==> src/rtl/muldiv_iter.sv <==
// Iterative RV32M multiply/divide unit: one shared datapath runs shift-add
// multiply and restoring divide with a fixed 34-cycle latency.
module muldiv_iter #(
  parameter int unsigned XLEN = 32
) (
  input  logic            clk,
  input  logic            rst,
  input  logic            start,
  input  logic [2:0]      op,
  input  logic [XLEN-1:0] opa,
  input  logic [XLEN-1:0] opb,
  output logic            busy,
  output logic            done,
  output logic [XLEN-1:0] result
);

  localparam int unsigned AW = 2 * XLEN;
  localparam int unsigned CW = $clog2(XLEN);
  localparam logic [CW-1:0] CNT_LAST = CW'(XLEN - 1);
  localparam logic [XLEN-1:0] MIN_NEG = {1'b1, {(XLEN-1){1'b0}}};

  localparam logic [2:0] OP_MUL    = 3'b000;
  localparam logic [2:0] OP_MULH   = 3'b001;
  localparam logic [2:0] OP_MULHSU = 3'b010;
  localparam logic [2:0] OP_MULHU  = 3'b011;
  localparam logic [2:0] OP_DIV    = 3'b100;
  localparam logic [2:0] OP_DIVU   = 3'b101;
  localparam logic [2:0] OP_REM    = 3'b110;

  typedef enum logic [1:0] {IDLE, CALC, FIX, DONE} state_t;

  state_t          state;
  logic [CW-1:0]   cnt;
  logic [2:0]      op_q;
  logic            sa, sb, div0, ovf;
  logic [AW-1:0]   acc;
  logic [XLEN-1:0] mag_b;
  logic [XLEN-1:0] orig_a;

  logic            sa_c, sb_c;
  logic [XLEN-1:0] abs_a_c, abs_b_c;
  logic [XLEN:0]   mul_sum_c;
  logic            div_ge_c;
  logic [XLEN-1:0] div_sub_c;
  logic [AW-1:0]   step_c, prod_c;
  logic [XLEN-1:0] quo_c, rem_c, fix_c;

  // Operand sign handling at capture time
  always_comb begin
    sa_c    = opa[XLEN-1] & ((op == OP_MULH) | (op == OP_MULHSU) |
                             (op == OP_DIV)  | (op == OP_REM));
    sb_c    = opb[XLEN-1] & ((op == OP_MULH) | (op == OP_DIV) | (op == OP_REM));
    abs_a_c = sa_c ? (~opa + XLEN'(1)) : opa;
    abs_b_c = sb_c ? (~opb + XLEN'(1)) : opb;
  end

  // One iteration: acc holds {hi, lo}; lo starts as |opa| (multiplier or dividend)
  always_comb begin
    mul_sum_c = {1'b0, acc[AW-1:XLEN]} + {1'b0, (acc[0] ? mag_b : {XLEN{1'b0}})};
    div_ge_c  = acc[AW-1:XLEN-1] >= {1'b0, mag_b};
    div_sub_c = acc[AW-2:XLEN-1] - mag_b;
    if (op_q[2]) begin
      if (div_ge_c) step_c = {div_sub_c, acc[XLEN-2:0], 1'b1};
      else          step_c = {acc[AW-2:0], 1'b0};
    end else begin
      step_c = {mul_sum_c, acc[XLEN-1:1]};
    end
  end

  // Sign fix-up and output select, with div-by-zero / overflow overrides
  always_comb begin
    prod_c = (sa ^ sb) ? (~acc + AW'(1)) : acc;
    quo_c  = (sa ^ sb) ? (~acc[XLEN-1:0] + XLEN'(1)) : acc[XLEN-1:0];
    rem_c  = sa ? (~acc[AW-1:XLEN] + XLEN'(1)) : acc[AW-1:XLEN];
    fix_c  = {XLEN{1'b0}};
    case (op_q)
      OP_MUL:                      fix_c = prod_c[XLEN-1:0];
      OP_MULH, OP_MULHSU, OP_MULHU: fix_c = prod_c[AW-1:XLEN];
      OP_DIV, OP_DIVU: begin
        if (div0)     fix_c = {XLEN{1'b1}};
        else if (ovf) fix_c = MIN_NEG;
        else          fix_c = quo_c;
      end
      default: begin
        if (div0)     fix_c = orig_a;
        else if (ovf) fix_c = {XLEN{1'b0}};
        else          fix_c = rem_c;
      end
    endcase
  end

  always_ff @(posedge clk) begin
    if (rst) begin
      state  <= IDLE;
      cnt    <= '0;
      op_q   <= '0;
      sa     <= 1'b0;
      sb     <= 1'b0;
      div0   <= 1'b0;
      ovf    <= 1'b0;
      acc    <= '0;
      mag_b  <= '0;
      orig_a <= '0;
      busy   <= 1'b0;
      done   <= 1'b0;
      result <= '0;
    end else begin
      case (state)
        IDLE: begin
          if (start) begin
            op_q   <= op;
            sa     <= sa_c;
            sb     <= sb_c;
            div0   <= (opb == {XLEN{1'b0}});
            ovf    <= op[2] & ~op[0] & (opa == MIN_NEG) & (opb == {XLEN{1'b1}});
            acc    <= {{XLEN{1'b0}}, abs_a_c};
            mag_b  <= abs_b_c;
            orig_a <= opa;
            cnt    <= '0;
            busy   <= 1'b1;
            state  <= CALC;
          end
        end
        CALC: begin
          acc <= step_c;
          cnt <= cnt + CW'(1);
          if (cnt == CNT_LAST) state <= FIX;
        end
        FIX: begin
          result <= fix_c;
          done   <= 1'b1;
          state  <= DONE;
        end
        default: begin
          done  <= 1'b0;
          busy  <= 1'b0;
          state <= IDLE;
        end
      endcase
    end
  end

endmodule

==> config.mk <==
export PLATFORM = sky130hd
export DESIGN_NAME = muldiv_iter
export DESIGN_NICKNAME = d
export VERILOG_FILES = /design/src/rtl/muldiv_iter.sv
export SDC_FILE = /design/constraint.sdc
export NUM_CORES = 1
export LEC_CHECK = 0
export CAP_MARGIN = 20
export CORE_ASPECT_RATIO = 1.4
export CORE_MARGIN = 2
export CORE_UTILIZATION = 40
export DETAILED_ROUTE_END_ITERATION = 10
export MAX_ROUTING_LAYER = met4
export SLEW_MARGIN = 0
export SYNTH_ARGS = -nofsm -noshare
export SYNTH_HDL_FRONTEND = slang
export SYNTH_SLANG_ARGS = --single-unit
==> constraint.sdc <==
create_clock -name clk -period 3.2 [get_ports clk]
set_input_delay 0.64 -clock clk [delete_from_list [all_inputs] [get_ports clk]]
set_output_delay 0.64 -clock clk [all_outputs]
set_load 0.05 [all_outputs]
* Yosys cells after proc, flatten, opt, wreduce, memory -nomap -nowiden
Cells that the tools add are included.
Widths: inputs -> output; s select.
** Word-level totals
- Memories kept :: 0
- Register bits :: 176
- RAM bits :: 0
- Latch bits :: 0
- Word-level logic and storage cells :: 91
- Memory bits (read-only) :: 0
- Output and inout bits :: 34
** Operators by class
- Multipliers :: 0
- Divide/modulo/power cells :: 0
- Equality and inequality tests :: 16
- Bitwise gates (word level) :: 18
- Shift operators :: 0
- Add/subtract/negate cells :: 8
- Order comparisons :: 1
- Muxes and demuxes :: 23
- Reduce and logical (&&, ||, !) cells :: 12
** Operators by type and width (count)
- $mux 32 :: 9
- $mux 64 :: 4
- $add 32x1->32 const B :: 4
- $not 32->32 :: 4
- $pmux 64 s2 :: 1
- $pmux 32 s3 :: 1
- $add 64x1->64 const B :: 1
- $eq 32x32->1 const B :: 2
- $not 64->64 :: 1
- $add 32x32->33 :: 1
- $ge 33x32->1 :: 1
- $logic_not 32->1 :: 1
- $sub 32x32->32 :: 1
- $eq 3x3->1 const B :: 4
- $pmux 5 s2 :: 1
- $eq 3x2->1 const B :: 3
- $reduce_and 2->1 :: 4
- $eq 3x1->1 const B :: 2
- $pmux 2 s3 :: 1
- $reduce_or 2->1 :: 3
- $add 5x1->5 const B :: 1
- $and 1x1->1 :: 5
- $eq 5x5->1 const B :: 1
- $mux 5 :: 1
- other kinds (13) :: 21

* Logic depth before layout (Yosys ltp)
Gate-level depths: netlist of the first run.
- Depth in word-level cells :: 8
- Depth in mapped cells :: 14
- Mapped depth without buffers :: 13

* Least setup slack after synthesis of the first run
No wires, ideal clock.
- Path kind :: input to register
- From :: input port opb[0]
- To :: register mag_b[26]
- Arrival :: 3.313 ns
- Setup slack :: -0.198 ns
- Cell stages on the path :: 11
- Data required time :: 3.114 ns
- Cells stage by stage :: inv_1 > ha_1 > or3b_2 > or3_1 > or3_1 > or3_1 > nor2b_1 > nand2_1 > o41ai_1 > xor2_1 > a211oi_1
** On the way
- Longest elaborated chain between the ends :: 3
** Ends and longest elaborated chain
- start, declared :: RTL line 11 : input logic [XLEN-1:0] opb,
- $not 32->32 :: RTL line 54 : abs_b_c = sb_c ? (~opb + XLEN'(1)) : opb;
- $add 32x1->32 :: RTL line 54
- $mux 32 :: RTL line 54
- end signal, assigned :: RTL line 117 : mag_b <= abs_b_c;
- end, declared :: RTL line 37 : logic [XLEN-1:0] mag_b;
Every way passes these cells.
A chain may end at the register's enable or synchronous reset.

* Worst setup path in the final report of the first run
- From :: register mag_b[7]
- To :: register acc[55]
** On the way
- Longest elaborated chain between the ends :: 4
** Ends and longest elaborated chain
- $mux 32, or another cell as far along :: RTL line 59 : mul_sum_c = {1'b0, acc[AW-1:XLEN]} + {1'b0, (acc[0] ? mag_b : {XLEN{1'b0}})};
- $add 32x32->33 / $mux 64 (equally long branches) :: RTL line 59, 63
- $mux 64 * :: RTL line 62 : if (op_q[2]) begin
- $pmux 64 s2 * :: RTL line 108 : case (state)
- end signal, assigned :: RTL line 116 : acc <= {{XLEN{1'b0}}, abs_a_c};
- end signal, assigned :: RTL line 125 : acc <= step_c;
- end, declared :: RTL line 36 : logic [AW-1:0] acc;
Every way passes the cells marked *; elsewhere a longest branch is shown, timed or not.

==> flow_metrics.tcl, run 1 <==
set metrics [dict create \
    switchingPower_mw 6.79 \
    die_x_um 168 \
    antenna_found_initial 0 \
    hold_viol 0 \
    grtUsageTotal_pct 33.5 \
    p_int_mw 7.38 \
    num_vias 17200 \
    dieArea_um2 39500 \
    end_kind "register" \
    cts_tree "yes" \
    synth_edf_count 0 \
    finalWorstSetupSlack_ps 27.1 \
    p_clk_share_pct 15.6 \
    die_h_um 234 \
    syn-num-nets 2223 \
    drtPass1Iterations 8 \
    path_cells "inv_2 > ha_1 > nand4_1 > or3_4 > a211oi_4 > a211oi_2 > buf_4 > a21o_1 > buf_4 > a31o_4 > nand2_2 > mux2_2 > a211o_1" \
    p_comb_share_pct 61.5 \
    io_pins 104 \
    min_path_type "reg2reg" \
    timing.slew.headroom_pct 33.6 \
    finalSetupViolations 0 \
    max_freq_ghz 0.315 \
    start_util_pct 40.5 \
    drt_iter0_drc 1323 \
    hold_buffers 0 \
    ys_async_sr_fraction_pct 0 \
    clock-root-buffer "clkbuf_16" \
    yosysWarnings 0 \
    critPathKind "reg2reg" \
    crit_arrival_ps 3520 \
    synth_area_leaders "dfxtp_1 23%, xnor2_1 6.9%, nand2_1 6.3%" \
    layout.nets 2488 \
    area_delta_synth_final_pct 30.5 \
    netSwitchingFraction_pct 47.9 \
    worstPathRequired_ps 3550 \
    grt_max_degree 68 \
    crit_top_cell "buf_4" \
    clock_path_buffers 2 \
    grt_pass1_vias 17000 \
    period_minus_slack_ps 3170 \
    grt_pass1_wl_um 98400 \
    gp_congestion 1.01 \
    setup_tns_ps 0 \
    syn-instance-count 2077 \
    post-route-util_pct 52.8 \
    syn_avg_cell_area_um2 7.29 \
    wire_per_inst_um 22.9 \
    critPathTopFamily "compound AO/OA/AOI/OAI gates" \
    ys_ff_latch 176 \
    hpwlAfterDp_um 50300 \
    cp-start-kind "register" \
    numCtsBuffers 17 \
    path_clk_slew_ps 70 \
    port_buffers 103 \
    path_buf_inv 3 \
    clk_latency_ps 470 \
    outcome "complete, no violations" \
    n_antenna_cell 0 \
    synth_top_area_share_pct 23.3 \
    worst_pin_slew_ps 990 \
    yosysTopAreaCell "dfxtp_1" \
    via_per_inst 6.10 \
    ir_worst_vdd_mv 0.388 \
    powerDensity_nw_per_um2 717 \
    synthDistinctLibCells 74 \
    finalCritPeriodShare_pct 99.2 \
    synth_top_flop_cell "dfxtp_1" \
    clkSinkCount 176 \
    drive_gt1_share_pct 20.7 \
    h-tree-depth 4 \
    slowest_delay_ps 370 \
    final_antenna_net_count 0 \
    routed_wl_um 64800 \
    sequentialPowerShare_pct 22.9 \
    finalClockSkew_ps 16.5 \
    yosysSeqAreaShare_pct 23.3 \
    synth.most_common_cell "nand2_1" \
    grt-ovfl-total 0 \
    rsz0062_at_grt "yes" \
    drc_errors 0 \
    syn_area_um2 15100 \
    leakage_nw 8.00 \
    coreArea_um2 37400 \
    ys_top_cells_by_count "254 x nand2_1, 184 x a21oi_1, 176 x dfxtp_1" \
    num_rows 84 \
    critPathSlowestCell "or3_4" \
    preCtsSetupSlack_ps -629 \
    max_cap_viol_count 0 \
    cp_max_fo 4 \
    slew_viol_final 0 \
]
==> worst min-delay path: stages (launching register included) <==
cell and delay [ps]:
dfxtp_1 310, nand2_1 50, nand2_1 40
==> cells by family after synthesis <==
family / share of synthesized area (%)
fa+ha+maj: 6.38
buf+inv: 6.15
simple gates: 20.3
compound gates: 29.5
mux: 3.20
flops: 23.3
xor+xnor: 11.2
==> final timing paths <==
kind | from | endpoint | slack [ps] | cells after the start
max reg2reg | mag_b[7] | acc[55] | 30 | 13
min | result[11] | result[11] | 440 | 2
max | mag_b[7] | acc[55] | 30 | 13
min reg2reg | result[11] | result[11] | 440 | 2
==> power by group through the flow <==
| stage | Combinational [mW] | Clock (mW) | Sequential (mW) |
|---|---|---|---|
| 4_1_cts | 8.25 | 2.24 | 3.20 |
| 2_1_floorplan | 4.77 | 0 | 3.28 |
| 5_1_grt | 9.39 | 2.32 | 3.29 |
| 3_5_place_dp | 8.12 | 0 | 3.24 |
| 3_3_place_gp | 8.05 | 0 | 3.22 |
| 6_report | 8.71 | 2.21 | 3.24 |
==> metal layers <==
metal | vias up | global-route usage [%] | part of all wire, %
li1 | 8090 | - | -
met1 | 8278 | 35.5 | 37
met2 | 626 | 57.3 | 49
met3 | 243 | 3.29 | 4.7
met4 | 0 | 26.4 | 9.0
met5 | - | - | 0
==> cells in the final DEF, fill, tap and decap left out, types with 13 or more instances in the layout <==
cell             instances
o21ai_0                137
a31oi_1                 17
nor3_1                  41
a22oi_1                 14
inv_2                   13
dfxtp_1                161
o211ai_1                39
a21o_1                  37
nor4_1                  16
buf_4                  304
or3_1                   26
inv_1                   58
nand2_1                251
a211oi_1                38
nand3_1                 38
clkdlybuf4s50_1        100
dfxtp_2                 13
o221ai_1                15
nor2_1                 156
nand4_1                 26
mux2i_1                 45
clkbuf_16               17
xnor2_1                119
xor2_1                  73
a21oi_1                178
ha_1                    60
a221oi_1                37
o31ai_1                 30
==> through the flow <==
step                      power (mW)  area (µm²)  hold slack (ps)  std cells
after global routing            15.0       19800              483       2828
final                           14.2       19800              438       2828
after detailed placement        11.4       18500              435       2786
after global placement          11.3       18500              431       2785
after floorplan                 8.05       15200              432       2077
after CTS                       13.7       19200              444       2819
==> registers in the layout (all words and copies together), names as in the netlist <==
signal and cells:
acc 64, mag_b 32, orig_a 32, result 32, cnt 5, op_q 3
state 2, busy 1, div0 1, done 1, ovf 1, sa 1
sb 1
==> area by class of cell <==
class / instances / area (µm²)
clock buffers: 20 / 457
repair buffers: 414 / 3410
well taps: 473 / 592
clock inverters: 12 / 148
flip-flops and latches: 176 / 3550
inverters: 74 / 285
fillers: 3667 / 17600
multi-input cells: 1659 / 11300
==> what timing repair did <==
| item | in CTS | in global routing |
|---|---|---|
| pin swaps | 7 | 24 |
| setup endpoints to repair | 43 | 44 |
| resized for setup | 39 | 100 |
| buffers inserted | 1 | 10 |
| cloned | 0 | 0 |
(Power assumes the default switching activity.)
==> run 2, diff against run 1 <==
Settings changed: ABC_CLOCK_PERIOD_IN_PS set to 3200, CELL_PAD_IN_SITES_DETAIL_PLACEMENT set to 0, CELL_PAD_IN_SITES_GLOBAL_PLACEMENT set to 1, CORE_ASPECT_RATIO 1.4 to unset, PLACE_DENSITY_LB_ADDON set to 0.1.
==> run 2 against run 1 <==
Clock power shrank 2%. Sequential share of layout area is essentially flat. Final cell count grew 1.1%. Worst setup slack gained 3.2 ps. Wire length shrank 7.0%. Via count shrank 2.7%. Clock skew grew 3.6 ps. Count of clock-buffer cells in the layout grew 1. Critical path type unchanged. Core utilization shrank 0.14 points. Register-to-register slack is essentially flat. First-iteration DRC count shrank 2.9%.
==> flow_metrics.tcl, run 2 (synthesis results as in run 1) <==
set metrics [dict create \
    numCtsBuffers 17 \
    finalClockSkew_ps 20.2 \
    worstPathRequired_ps 3550 \
    finalCritPeriodShare_pct 99.1 \
    timing.slew.headroom_pct 21.8 \
    via_per_inst 5.86 \
    period_minus_slack_ps 3170 \
    grt_pass1_vias 16000 \
    slowest_delay_ps 560 \
    grt_pass1_wl_um 92900 \
    outcome "complete, no violations" \
    crit_arrival_ps 3520 \
    grt_max_degree 129 \
    h-tree-depth 4 \
    slew_viol_final 0 \
    final_area_um2 19800 \
    path_cells "buf_4 > or4_4 > or4_4 > nand2b_4 > or4b_4 > o21ai_4 > xor2_2 > o221ai_1 > a32o_1" \
    clock_path_buffers 2 \
    min_path_type "reg2reg" \
    place_area_um2 18500 \
    hold_buffers 0 \
    grt-ovfl-total 0 \
    die_x_um 199 \
    drtPass1Iterations 5 \
    wire_per_inst_um 21.1 \
    die_h_um 199 \
    hold_viol 0 \
    powerDensity_nw_per_um2 695 \
    ir_worst_vdd_mv 0.913 \
    num_rows 71 \
    crit_top_cell "or4_4" \
    preCtsSetupSlack_ps -686 \
    start_util_pct 40.4 \
    report.power.total_mw 13.7 \
    rsz0062_at_grt "yes" \
    drive_gt1_share_pct 20.1 \
    clkSinkCount 176 \
    regMostFlops "acc" \
    num_vias 16800 \
    end_kind "register" \
    layout_common_cells "293 x buf_4, 253 x nand2_1, 177 x a21oi_1, 163 x dfxtp_1, 156 x nor2_1" \
    leakage_nw 8.02 \
    hpwlAfterDp_um 46300 \
    port_buffers 103 \
    path_clk_slew_ps 70 \
    cts_tree "yes" \
    finalSetupViolations 0 \
    dieArea_um2 39400 \
    io_pins 104 \
    layout.nets 2482 \
    drt_iter0_drc 1284 \
    worst_pin_slew_ps 1170 \
    critPathSlowestCell "or4_4" \
    post-place-cells 2814 \
    fillers 3777 \
    grtUsageTotal_pct 31.4 \
    gp_congestion 0.951 \
    n_antenna_cell 0 \
    max_cap_viol_count 0 \
    final_antenna_net_count 0 \
    drc_errors 0 \
    cp_max_fo 11 \
    instances_no_fill 2860 \
    critPathKind "reg2reg" \
    max_freq_ghz 0.315 \
    cp-start-kind "register" \
    area_delta_synth_final_pct 30.4 \
    antenna_found_initial 0 \
    routed_wl_um 60300 \
    largest_reg_flops 64 \
    post-route-util_pct 52.7 \
    layout_commonest_cell "buf_4" \
    clk_latency_ps 470 \
    clock-root-buffer "clkbuf_16" \
    coreArea_um2 37500 \
    finalWorstSetupSlack_ps 30.3 \
]
==> run 2: changes by cell type in the layout (fill, tap and decap cells not counted), moves of 4 or more <==
cell      previous run  this run
buf_4              304       293
a211oi_2            12         7
inv_1               58        62
a211oi_1            38        43
inv_2               13         7
==> run 2: worst paths after layout <==
check	startpoint	endpoint	slack [ps]	cells past startpoint
max reg2reg	acc[38]	result[19]	30	9
min reg2reg	result[7]	result[7]	440	2
min	result[7]	result[7]	440	2
max	acc[38]	result[19]	30	9
==> run 2: power by group <==
part	internal, mW	switching (mW)
combinational	3.36	4.94
clock	1.14	1.04
sequential	2.70	0.555
==> run 2: final cells by class <==
cell class | count | area, µm² | share of cell area [%]
sequential | 176 | 3540 | 17.9
inverter | 74 | 290 | 1.47
clock inverter | 11 | 119 | 0.602
clock buffer | 21 | 460 | 2.33
tap | 511 | 639 | 3.24
timing repair buffer | 408 | 3420 | 17.3
multi-input combinational | 1659 | 11300 | 57.1
==> run 2: through the flow <==
step / TNS (ps) / hold WS, ps
floorplan: -31.9 / 432
global placement: -7030 / 428
detailed placement: -8250 / 436
CTS: 0 / 446
global route: -102 / 470
finish: 0 / 441
==> run 2: what timing repair did <==
action,4_1_cts,5_1_grt
gates resized for setup,33,99
setup buffers,5,9
pin swaps,8,40
setup endpoints to repair,31,56
==> run 2: critical path: cells and delay by family, from the launching register on <==
family / cells / cell delay (ps)
AO/OA/AOI/OAI: 3 / 590
XOR/XNOR: 1 / 210
buffers and inverters: 1 / 190
flip-flops: 1 / 350
AND/OR/NAND/NOR: 4 / 1720
==> run 2: metal layers <==
layer	track usage, %	wire [µm]
met1	43.5	28300
met2	47.1	26700
met3	4.88	3760
met4	9.15	1470
met5	-	0
==> run 3, diff against run 2 <==
Settings changed: DONT_BUFFER_PORTS set to 1.
==> run 3 against run 2 <==
Register-to-register slack improved by 60 ps. Sequential share of layout area increased by 1.8 points. Final area decreased by 9.4%. Wire length decreased by 0.34%. Non-clock buffer count decreased by 181. Core utilization decreased by 4.9 points. Sequential power increased by 6%. Critical endpoint is now acc[63]. Clock skew decreased by 6.1 ps. Largest cell class unchanged. Worst setup slack improved by 62 ps. Combinational power decreased by 8.2%. Maximum frequency increased by 2.0%.
==> flow_metrics.tcl, run 3 (synthesis results as in run 1) <==
set metrics [dict create \
    clk_latency_ps 470 \
    report.power.total_mw 13.3 \
    preCtsSetupSlack_ps -143 \
    coreArea_um2 37500 \
    max_cap_viol_count 0 \
    via_per_inst 5.98 \
    layout.nets 2301 \
    finalWorstSetupSlack_ps 92.7 \
    hold_viol 0 \
    worstPathRequired_ps 3530 \
    period_minus_slack_ps 3110 \
    clock-root-buffer "clkbuf_16" \
    die_x_um 199 \
    r2r-start "acc[0]" \
    io_pins 104 \
    post-place-cells 2639 \
    outcome "complete, no violations" \
    antenna_found_initial 3 \
    finalClockSkew_ps 14.1 \
    port_buffers 0 \
    crit_arrival_ps 3430 \
    num_rows 71 \
    numCtsBuffers 17 \
    slew_viol_final 0 \
    regMostFlops "acc" \
    gp_congestion 0.969 \
    cts_tree "yes" \
    routed_wl_um 60100 \
    drtPass1Iterations 5 \
    drc_errors 0 \
    whs_ps 240 \
    start_util_pct 40.4 \
    ir_worst_vdd_mv 0.773 \
    grt_pass1_vias 15200 \
    die_h_um 199 \
    timing.slew.headroom_pct 33.5 \
    path_clk_slew_ps 70 \
    leakage_nw 7.12 \
    drive_gt1_share_pct 16.8 \
    min_path_type "in2reg" \
    grt_max_degree 130 \
    cp-start-kind "register" \
    num_vias 16000 \
    regArea_um2 3530 \
    clock_path_buffers 2 \
    rsz0062_at_grt "yes" \
    crit_start "acc[0]" \
    drt_iter0_drc 1225 \
    multi_input_area_um2 11100 \
    cp_max_fo 4 \
    fillers 3828 \
    instances_no_fill 2680 \
    dieArea_um2 39400 \
    finalSetupViolations 0 \
    powerDensity_nw_per_um2 742 \
    h-tree-depth 4 \
    worst_pin_slew_ps 993 \
    finalCritPeriodShare_pct 97.1 \
    critPathKind "reg2reg" \
    final_area_um2 17900 \
    hpwlAfterDp_um 46300 \
    end_kind "register" \
    largest_reg_flops 64 \
    holdCritStartpoint "rst" \
    final_antenna_net_count 0 \
    place_area_um2 16900 \
    grt_pass1_wl_um 90900 \
    grtUsageTotal_pct 31.2 \
    layout_common_cells "253 x nand2_1, 222 x buf_4, 179 x a21oi_1, 170 x dfxtp_1, 157 x nor2_1" \
    area_delta_synth_final_pct 18.2 \
    grt-ovfl-total 0 \
    max_freq_ghz 0.322 \
    reg2reg_slack_ps 90 \
    layout_commonest_cell "nand2_1" \
    wire_per_inst_um 22.4 \
    clkSinkCount 176 \
]
run 3: metrics by stage:
| stage | util (%) | TNS (ps) |
|---|---|---|
| 2_1_floorplan | - | -31.9 |
| 3_3_place_gp | 45.0 | -438 |
| 4_1_cts | 46.8 | 0 |
| 5_1_grt | 47.8 | -132 |
| 6_report | 47.8 | 0 |
| 3_5_place_dp | 45.1 | -562 |
run 3: repair_timing:
| item | in CTS | in global routing |
|---|---|---|
| gates resized for setup | 8 | 73 |
| endpoints found under the setup margin | 10 | 47 |
| hold buffers | 0 | 0 |
| pin swaps | 0 | 20 |
| setup buffers | 0 | 8 |
run 3: path summary, 6_finish.rpt:
check                    to  cells after the start
hold / removal         div0                      1
setup / recovery    acc[63]                     12
hold reg to reg   mag_b[31]                      2
setup reg to reg    acc[63]                     12
run 3: critical path: stages, from the launching register on:
cell	delay (ps)
dfxtp_1	320
inv_2	110
nor2_1	60
ha_1	300
a21o_1	210
or3_1	350
o211ai_1	260
nand3_1	270
a31oi_1	400
nor3_1	110
o41ai_1	340
a22o_1	190
a41oi_2	40
run 3: power by group:
group          internal [mW]  total [mW]  switching [mW]
clock                   1.20        2.21            1.01
sequential              2.69        3.45           0.759
combinational           3.01        7.61            4.59
run 3: metal layers:
metal | GRT usage (%) | vias to the layer above | routed length (µm)
met2 | 45.4 | 531 | 25800
met1 | 42.6 | 7698 | 28300
met5 | - | - | 0
met4 | 10.4 | 0 | 1640
li1 | - | 7713 | -
met3 | 6.70 | 83 | 4310
run 3: cell type report:
| cell class | count | area share [%] |
|---|---|---|
| multi-input combinational | 1659 | 62.1 |
| sequential | 176 | 19.7 |
| timing repair buffer | 227 | 9.72 |
| tap | 511 | 3.57 |
| clock buffer | 21 | 2.57 |
| inverter | 74 | 1.57 |
| clock inverter | 11 | 0.727 |
| antenna | 1 | 0.0140 |
